--- src/rtl/pipo_arb_pkg.sv ---
// pipo_arb_pkg: shared types, default parameters and helpers for the
// pipo_write_arbiter slice.
//   state_t  : arbiter FSM encoding (IDLE, BUSY)
//   onehot() : index -> one-hot vector, up to MAX_NREQ bits
package pipo_arb_pkg;

   localparam int unsigned DEF_WIDTH = 4;
   localparam int unsigned DEF_NREQ  = 4;
   localparam int unsigned DEF_CNT_W = 8;
   localparam int unsigned MAX_NREQ  = 16;

   typedef enum logic {
      IDLE = 1'b0,
      BUSY = 1'b1
   } state_t;

   // Callers truncate the result to their own requester count.
   function automatic logic [MAX_NREQ-1:0] onehot(input int unsigned idx);
      onehot = MAX_NREQ'(1) << idx;
   endfunction

endpackage

--- src/rtl/pipo_write_arbiter_if.sv ---
// pipo_write_arbiter_if: requester/consumer bundle of the shared holding register.
//   req      : per-requester request
//   data     : flattened request words, slice i = data[i*WIDTH +: WIDTH]
//   gnt      : one-hot grant pulse, one cycle per load
//   q        : shared register contents
//   q_valid  : q holds an unconsumed word
//   q_ready  : consumer accepts q
//   q_src    : index of the requester whose word is in q
//   load_cnt : loads since reset, wraps
// Modports: master = producers/consumer side, slave = arbiter side.
interface pipo_write_arbiter_if import pipo_arb_pkg::*; #(
   parameter int unsigned WIDTH = DEF_WIDTH,
   parameter int unsigned NREQ  = DEF_NREQ,
   parameter int unsigned CNT_W = DEF_CNT_W
) ();

   localparam int unsigned IDX_W = $clog2(NREQ);

   logic [NREQ-1:0]       req;
   logic [NREQ*WIDTH-1:0] data;
   logic [NREQ-1:0]       gnt;
   logic [WIDTH-1:0]      q;
   logic                  q_valid;
   logic                  q_ready;
   logic [IDX_W-1:0]      q_src;
   logic [CNT_W-1:0]      load_cnt;

   modport master (
      output req, data, q_ready,
      input  gnt, q, q_valid, q_src, load_cnt
   );

   modport slave (
      input  req, data, q_ready,
      output gnt, q, q_valid, q_src, load_cnt
   );

endinterface

--- src/rtl/rr_priority_pick.sv ---
// rr_priority_pick: combinational round-robin picker. It searches eff_req
// starting at last+1, wraps modulo NREQ, and returns the first set bit.
//   eff_req     : candidate requests
//   last        : index of the previous winner
//   winner_c    : selected index (0 when nothing is pending)
//   any_valid_c : at least one candidate is pending
module rr_priority_pick import pipo_arb_pkg::*; #(
   parameter int unsigned NREQ = DEF_NREQ
) (
   input  logic [NREQ-1:0]         eff_req,
   input  logic [$clog2(NREQ)-1:0] last,
   output logic [$clog2(NREQ)-1:0] winner_c,
   output logic                    any_valid_c
);

   localparam int unsigned IDX_W = $clog2(NREQ);

   int unsigned      idx;
   logic [IDX_W-1:0] idx_w;

   // Offsets 1..NREQ visit every requester once, ending at last itself.
   always_comb begin
      winner_c    = '0;
      any_valid_c = 1'b0;
      idx         = 0;
      idx_w       = '0;
      for (int unsigned off = 1; off <= NREQ; off++) begin
         idx   = (32'(last) + off) % NREQ;
         idx_w = IDX_W'(idx);
         if (!any_valid_c && eff_req[idx_w]) begin
            winner_c    = idx_w;
            any_valid_c = 1'b1;
         end
      end
   end

endmodule

--- src/rtl/pipo_write_arbiter.sv ---
// pipo_write_arbiter: shares one WIDTH-bit parallel-in/parallel-out holding
// register between NREQ requesters. It arbitrates round-robin, loads the winner's
// word in parallel, presents the word with a valid/ready handshake, and counts
// the loads.
//   clk : clock
//   rst : asynchronous reset, active low
//   bus : pipo_write_arbiter_if.slave (req/data in, gnt/q/q_valid/q_src/load_cnt
//         out, q_ready in)
// Optional build macro PIPO_ARB_BACK2BACK_EN: a consume in BUSY can reload in
// the same edge, so no IDLE bubble is needed.
module pipo_write_arbiter import pipo_arb_pkg::*; #(
   parameter int unsigned WIDTH = DEF_WIDTH,
   parameter int unsigned NREQ  = DEF_NREQ,
   parameter int unsigned CNT_W = DEF_CNT_W
) (
   input logic                clk,
   input logic                rst,
   pipo_write_arbiter_if.slave bus
);

   localparam int unsigned IDX_W = $clog2(NREQ);

   state_t           state_r, state_n;
   logic [WIDTH-1:0] q_r, q_n;
   logic             q_valid_r, q_valid_n;
   logic [NREQ-1:0]  gnt_r, gnt_n;
   logic [IDX_W-1:0] q_src_r, q_src_n;
   logic [IDX_W-1:0] last_r, last_n;
   logic [CNT_W-1:0] cnt_r, cnt_n;

   logic [NREQ-1:0]  eff_req;
   logic [IDX_W-1:0] winner_c;
   logic             any_valid_c;
   logic             do_load;
   logic [WIDTH-1:0] words [NREQ];

   // Unpack the flattened request words.
   for (genvar g = 0; g < NREQ; g++) begin : g_unpack
      assign words[g] = bus.data[g*WIDTH +: WIDTH];
   end

   // A requester granted this cycle has not yet seen its grant, so its
   // request is masked.
   assign eff_req = bus.req & ~gnt_r;

   rr_priority_pick #(.NREQ(NREQ)) u_pick (
      .eff_req    (eff_req),
      .last       (last_r),
      .winner_c   (winner_c),
      .any_valid_c(any_valid_c)
   );

   // Compute the next state and the next register values.
   always_comb begin
      state_n   = state_r;
      q_n       = q_r;
      q_valid_n = q_valid_r;
      gnt_n     = '0;
      q_src_n   = q_src_r;
      last_n    = last_r;
      cnt_n     = cnt_r;
      do_load   = 1'b0;

      case (state_r)
         IDLE: begin
            if (any_valid_c) do_load = 1'b1;
         end
         BUSY: begin
            if (bus.q_ready) begin
`ifdef PIPO_ARB_BACK2BACK_EN
               if (any_valid_c) begin
                  do_load = 1'b1;
               end else begin
                  q_valid_n = 1'b0;
                  state_n   = IDLE;
               end
`else
               q_valid_n = 1'b0;
               state_n   = IDLE;
`endif
            end
         end
         default: state_n = IDLE;
      endcase

      if (do_load) begin
         q_n       = words[winner_c];
         q_src_n   = winner_c;
         last_n    = winner_c;
         q_valid_n = 1'b1;
         gnt_n     = NREQ'(onehot(32'(winner_c)));
         cnt_n     = cnt_r + CNT_W'(1);
         state_n   = BUSY;
      end
   end

   // State and output registers.
   always_ff @(posedge clk or negedge rst) begin
      if (!rst) begin
         state_r   <= IDLE;
         q_r       <= '0;
         q_valid_r <= 1'b0;
         gnt_r     <= '0;
         q_src_r   <= '0;
         last_r    <= IDX_W'(NREQ - 1);
         cnt_r     <= '0;
      end else begin
         state_r   <= state_n;
         q_r       <= q_n;
         q_valid_r <= q_valid_n;
         gnt_r     <= gnt_n;
         q_src_r   <= q_src_n;
         last_r    <= last_n;
         cnt_r     <= cnt_n;
      end
   end

   assign bus.q        = q_r;
   assign bus.q_valid  = q_valid_r;
   assign bus.gnt      = gnt_r;
   assign bus.q_src    = q_src_r;
   assign bus.load_cnt = cnt_r;

endmodule

--- src/flat_wrapper.sv ---
// flat-port wrapper written by rule: the top's interface ports become plain ports
module pipo_write_arbiter_flat import pipo_arb_pkg::*;
#(
   parameter int unsigned WIDTH = DEF_WIDTH,
   parameter int unsigned NREQ  = DEF_NREQ,
   parameter int unsigned CNT_W = DEF_CNT_W
)
  (clk, rst, bus_req, bus_data, bus_q_ready, bus_gnt, bus_q, bus_q_valid, bus_q_src, bus_load_cnt);
  pipo_write_arbiter_if #(.WIDTH(WIDTH), .NREQ(NREQ), .CNT_W(CNT_W)) bus_i ();
  input logic clk;
  input logic rst;
  input wire logic [$bits(bus_i.req)-1:0] bus_req;
  input wire logic [$bits(bus_i.data)-1:0] bus_data;
  input wire logic [$bits(bus_i.q_ready)-1:0] bus_q_ready;
  output wire logic [$bits(bus_i.gnt)-1:0] bus_gnt;
  output wire logic [$bits(bus_i.q)-1:0] bus_q;
  output wire logic [$bits(bus_i.q_valid)-1:0] bus_q_valid;
  output wire logic [$bits(bus_i.q_src)-1:0] bus_q_src;
  output wire logic [$bits(bus_i.load_cnt)-1:0] bus_load_cnt;
  assign bus_i.req = bus_req;
  assign bus_i.data = bus_data;
  assign bus_i.q_ready = bus_q_ready;
  assign bus_gnt = bus_i.gnt;
  assign bus_q = bus_i.q;
  assign bus_q_valid = bus_i.q_valid;
  assign bus_q_src = bus_i.q_src;
  assign bus_load_cnt = bus_i.load_cnt;
  pipo_write_arbiter #(.WIDTH(WIDTH), .NREQ(NREQ), .CNT_W(CNT_W)) u_core (.clk(clk), .rst(rst), .bus(bus_i));
endmodule
--- config.mk ---
export PLATFORM = sky130hd
export DESIGN_NAME = pipo_write_arbiter_flat
export DESIGN_NICKNAME = d
export VERILOG_FILES = /design/src/rtl/pipo_arb_pkg.sv /design/src/rtl/pipo_write_arbiter_if.sv /design/src/rtl/rr_priority_pick.sv /design/src/rtl/pipo_write_arbiter.sv /design/src/flat_wrapper.sv
export SDC_FILE = /design/constraint.sdc
export NUM_CORES = 1
export LEC_CHECK = 0
export BUFFER_PORTS_ARGS = -buffer_cell sky130_fd_sc_hd__buf_2
export CAP_MARGIN = 0
export CORE_ASPECT_RATIO = 0.9
export CORE_MARGIN = 2
export CORE_UTILIZATION = 53
export CTS_BUF_LIST = sky130_fd_sc_hd__clkbuf_8
export CTS_CLUSTER_SIZE = 40
export DETAILED_ROUTE_END_ITERATION = 7
export GPL_TIMING_DRIVEN = 0
export PLACE_DENSITY = 0.86
export SYNTH_ARGS = -nofsm -noshare
export SYNTH_HDL_FRONTEND = slang
export SYNTH_SLANG_ARGS = --single-unit
--- constraint.sdc ---
create_clock -name clk -period 3.8 [get_ports clk]
set_input_delay 0.38 -clock clk [delete_from_list [all_inputs] [get_ports clk]]
set_output_delay 0.38 -clock clk [all_outputs]
set_load 0.005 [all_outputs]
# [After elaboration in Yosys (flattened, before gate mapping)]
# Index checks and enable logic that the tools add are counted.
[classes] addsub=5 n_mux=28 bitwise_logic=3 shifts=1 order_cmp=5 n_reduce_logical=9
[op_table] operator="$mux 1" n=16
[op_table] operator="$lt 2x3->1 const B" n=4
[op_table] operator="$mux 4" n=3
[op_table] operator="$add 8x1->8 const B" n=1
[op_table] operator="$bmux 1 s2" n=4
[op_table] operator="$bmux 4 s2" n=1
[op_table] operator="$mux 2" n=4
[op_table] operator="$add 2x1->2 const B" n=2
[op_table] operator="$add 2x2->2 const B" n=2
[op_table] operator="$and 4x4->4" n=1
[op_table] operator="$not 4->4" n=1
[op_table] operator="$reduce_bool 2->1" n=2
[op_table] operator="$shl 1x2->4 const A" n=1
[op_table] operator="$ge 3x3->1 const B" n=1
[op_table] operator="$logic_and 1x1->1" n=3
[op_table] operator="$logic_not 1->1" n=3
[op_table] operator="$not 2->3" n=1
[op_table] operator="$reduce_and 2->1" n=1
[word_totals] inputBits=23 regBits=22 out_inout_bits=19

# [Longest topological paths before layout]
[depth] depth_word=18 depth_mapped=6 depth_no_buf=5

# [Modules after synthesis]
# A second synthesis with hierarchy kept.
[unflattened] hier_cells=100 area_unflattened_um2=1061.0
[by_module_without_submodules] module="pipo_write_arbiter" cells_per_inst=86 seq_area_each_um2=553.0 instances=1 area_each_um2=969.7
[by_module_without_submodules] module="rr_priority_pick" cells_per_inst=14 seq_area_each_um2=0.0 instances=1 area_each_um2=91.3

# [Worst setup path before layout]
# OpenSTA, ideal clock, no wires.
[synth_path] kind="register to register" from="register u_core.last_r[1]" to="register u_core.q_r[0] (netlist: u_core.bus.q[0])" synth_period_minus_slack_ns=1.595 path_buffers=1 slack_ns=2.205 arrival_ns=1.457 path_stages_with_launch=6 cell_sequence="dfstp_2 nand3b_1 a221oi_2 buf_6 mux2i_1 o221ai_1"
[synth_via] elab_chain_len=17 elab_cells_between_ends=32 cone_classes="add/sub: 4; mux: 21; bitwise: 1; reduce/logical: 6"
[synth_rtl] element="start, declared" line="pipo_write_arbiter.sv:28" rtl="logic [IDX_W-1:0] last_r, last_n;"
[synth_rtl] element="start signal, assigned" line="pipo_write_arbiter.sv:105" rtl="last_r <= IDX_W'(NREQ - 1);"
[synth_rtl] element="start signal, assigned" line="pipo_write_arbiter.sv:113" rtl="last_r <= last_n;"
[synth_rtl] element="$add 2x1->2" line="rr_priority_pick.sv:28" rtl="idx = (32'(last) + off) % NREQ;"
[synth_rtl] element="$bmux 1 s2" line="rr_priority_pick.sv:30" rtl="if (!any_valid_c && eff_req[idx_w]) begin"
[synth_rtl] element="$mux 1 (implied by the code)" line="rr_priority_pick.sv:30"
[synth_rtl] element="$mux 1" line="rr_priority_pick.sv:30"
[synth_rtl] element="$logic_not 1->1" line="rr_priority_pick.sv:30"
[synth_rtl] element="$logic_and 1x1->1" line="rr_priority_pick.sv:30"
[synth_rtl] element="$mux 1" line="rr_priority_pick.sv:30"
[synth_rtl] element="$logic_not 1->1" line="rr_priority_pick.sv:30"
[synth_rtl] element="$logic_and 1x1->1" line="rr_priority_pick.sv:30"
[synth_rtl] element="$mux 1" line="rr_priority_pick.sv:30"
[synth_rtl] element="$logic_not 1->1" line="rr_priority_pick.sv:30"
[synth_rtl] element="$logic_and 1x1->1" line="rr_priority_pick.sv:30"
[synth_rtl] element="$mux 2" line="rr_priority_pick.sv:30"
[synth_rtl] element="$not 2->3 (implied by the code)" line="pipo_write_arbiter.sv:87" rtl="q_n = words[winner_c];"
[synth_rtl] element="$bmux 4 s2" line="pipo_write_arbiter.sv:87"
[synth_rtl] element="$mux 4 (implied by the code) (2 in series)" line="pipo_write_arbiter.sv:87"
[synth_rtl] element="end signal, assigned" line="pipo_write_arbiter.sv:109" rtl="q_r <= q_n;"
[synth_rtl] element="end, declared" line="pipo_write_arbiter.sv:24" rtl="logic [WIDTH-1:0] q_r, q_n;"
# Several ways; a longest one is shown, not always the timed one. The select of a mux whose other input is x is not followed.
# A chain may end at the register's enable or synchronous reset.

# [Final worst setup path]
[layout_path] from="register u_core.last_r[1]" to="register u_core.q_r[1] (netlist: u_core.bus.q[1])"
# Same word-level chain as after synthesis.

==> results.md <==
- # nets final: 169
- CP Launch Type: register
- Setup violators final: 0
- CP endpoint kind: register
- Hold slack: 0.0538 ns
- Via count: 928
- Vias/cell: 5.49
- CTS Hold Bufs: 0
- Synth area leader: dfrtp_1
- Number of global-route vias before repair: 876
- Most common cell after layout, fill and taps aside: buf_2
- Rows: 15
- DP HPWL: 1.87 mm
- Core area: 0.00193 mm2
- Hold Crit Class: in -> async
- Pre-antenna DRT Iters: 4
- Min cycle time layout: 1.82 ns
- Largest net degree at the start of global routing: 23
- Unique masters post-synth: 33
- Dpl cell area: 0.00133 mm2
- Post-CTS Resized: 0
- Clk_lat worst skew: 0.27 ns
- Initial drt markers: 13
- Final WS setup: 1.98 ns
- Total congestion overflow: 0
- Synthesized area: 0.00109 mm2
- Post-route DRC: 0
- Async SR Flop Fraction: 100%
- Arr. time, crit path: 1.95 ns
- IO Pins: 42
- Port Buffers: 41
- Net Sw Frac: 34.6%
- Clock Sinks: 22
- Combinational share of power: 37.4%
- Skew final: 0.00869 ns
- Routed Antenna Nets: 0
- Initial antenna violation count: 0
- EDFF count, synth: 0
- Share of cells above drive strength 1: 40.3%
- Gate Count Post-Synth: 99
- Sequential share of power: 41.0%
- Slew HR: 67.6%
- Clk buf depth: 2
- Die Height: 47.0 um
- GP Congestion: 0.740
- Syn. warnings: 0
- DRT Wirelength: 2.53 mm
- Global-route usage over all layers: 22.8%
- # diodes: 0
- Worst-Margin Slew: 0.484 ns
- Final hold vios: 0
- CTS tree: built
- Initial cell density of the core: 56.3%
- Die width: 51.8 um
- Placement Setup Slack: 1.93 ns
- R2r setup slk: 1.98 ns
- Clock slew at reported path FFs: 0.08 ns
- Seq cells post-synth: 22
- Htree depth: 1
- Routed wire per std cell: 15.0 um
- Status: complete, no violations
- Post-CTS Setup Bufs: 0
- Unrepaired setup endpoints after global routing: false
- Top FF cell, synth: dfrtp_1
- P_int: 653 uW
- Die area: 0.00243 mm2
- Yosys top cell area share: 46.0%
- Post-Route Utilization: 72.2%
- Max Fanout on Critical Path: 10
- TritonCTS Buffers: 3
- Top area cells in the synthesized netlist: dfrtp_1 (46%), mux2i_1 (7.4%), dfstp_2 (4.8%), xnor2_1 (4.8%), nand2_1 (4.5%)
- Seq/Total Area, Yosys: 50.8%
- Max Transition Viols Final: 0
- CP Class: reg -> reg
- Most frequent cells in the layout: buf_2 (42), dfrtp_1 (20), nand2_1 (13), mux2i_1 (8), xnor2_1 (6)
- Sw Pwr: 345 uW
- Max-cap violations: 0
- Pwr Density: 715 mW/mm2
- Clock network fraction of total power: 21.6%
- LEAKAGE: 0.000699 uW
- Syn avg cell area: 11.0 um2
- Worst VDD drop: 0.444 mV
- First-pass GRT wire length: 3.93 mm
- Syn Nets: 123
- CTS root buf: clkbuf_8
- Layout area overhead: 28.3%
- Critical Path RT: 3.94 ns
- Final setup TNS: 0 ns
- Final instance area: 0.00140 mm2
- Tcrit/Tclk final: 47.8%
- Fmax: 0.551 GHz
==> cell usage after synthesis (2+ instances only) <==
library cell / count
dfrtp_1: 20
dfstp_2: 2
o21a_1: 2
o221ai_1: 4
nand2b_1: 4
a21oi_1: 4
buf_6: 2
nand4_1: 3
nor3_1: 3
nand2b_2: 2
mux2i_1: 8
xnor2_1: 6
nor2_1: 5
nand3_1: 3
nand2_1: 13
==> worst max-delay path, stage by stage, from the launching register on <==
cell	delay [ns]
dfstp_2	0.59
nand3b_1	0.13
a221oi_2	0.38
buf_6	0.22
mux2i_1	0.22
o221ai_1	0.15
==> flip-flops by register name, indices dropped and copies added, names as in the netlist <==
name	count
u_core.bus.gnt	4
u_core.bus.load_cnt	8
u_core.bus.q	4
u_core.bus.q_src	2
u_core.bus.q_valid	1
u_core.last_r	2
u_core.state_r	1
==> per-stage QoR <==
stage	std cells	total power, uW
3_3_place_gp	165	760
5_1_grt	169	1060
2_1_floorplan	99	635
6_report	169	998
4_1_cts	169	1010
3_5_place_dp	165	782
==> cell families (layout without fill, tap and decap cells) <==
group                      after synthesis  after routing  synth area share, %
muxes                                    8              8                 7.36
DFF                                     22             22                 50.8
AOI/OAI and AO/OA                       17             17                 12.6
xor gates and xnor gates                 7              7                 5.63
buffers and inverters                    4             49                 2.87
adders and majority gates                1              1                 1.15
and+or+nand+nor                         40             40                 19.5
==> area by class of cell <==
class                      instances  area, um2
sequential                        22        553
fill                             153        537
multi-input combinational         73        504
timing repair buffer              41        205
clock buffer                       3       41.3
tap                               25       31.3
clock inverter                     1       30.0
buffer                             3       27.5
inverter                           1       3.75
==> power by group through the flow <==
stage	Clock (uW)	Sequential (uW)	Combinational, uW
2_1_floorplan	0	405	231
5_1_grt	226	421	409
3_5_place_dp	0	410	373
4_1_cts	218	408	378
3_3_place_gp	0	404	355
6_report	216	409	373
==> path summary, 6_finish.rpt <==
kind                                                     from                            endpoint  depth (start not counted)
min                                                       rst  u_core.bus.load_cnt[7]$_DFFE_PN0P_                          1
max in group asynchronous                                 rst        u_core.last_r[0]$_DFFE_PN1P_                          1
min in group clk                                  bus_q_ready            u_core.state_r$_DFF_PN0_                          2
max reg2reg                      u_core.last_r[1]$_DFFE_PN1P_         u_core.bus.q[1]$_DFFE_PN0P_                          5
min reg2reg                u_core.bus.load_cnt[7]$_DFFE_PN0P_  u_core.bus.load_cnt[7]$_DFFE_PN0P_                          1
max                              u_core.last_r[1]$_DFFE_PN1P_         u_core.bus.q[1]$_DFFE_PN0P_                          5
==> routing by layer <==
metal  track usage [%]  part of all wire [%]  vias up  wire length [um]
met5                 0                     0        -                 0
met1              26.3                    40      436              1010
met3              1.91                   6.6        5               167
li1                  -                     -      448                 -
met4              9.47                   1.7        0                43
met2              44.4                    52       39              1310
(Power assumes the default switching activity.)
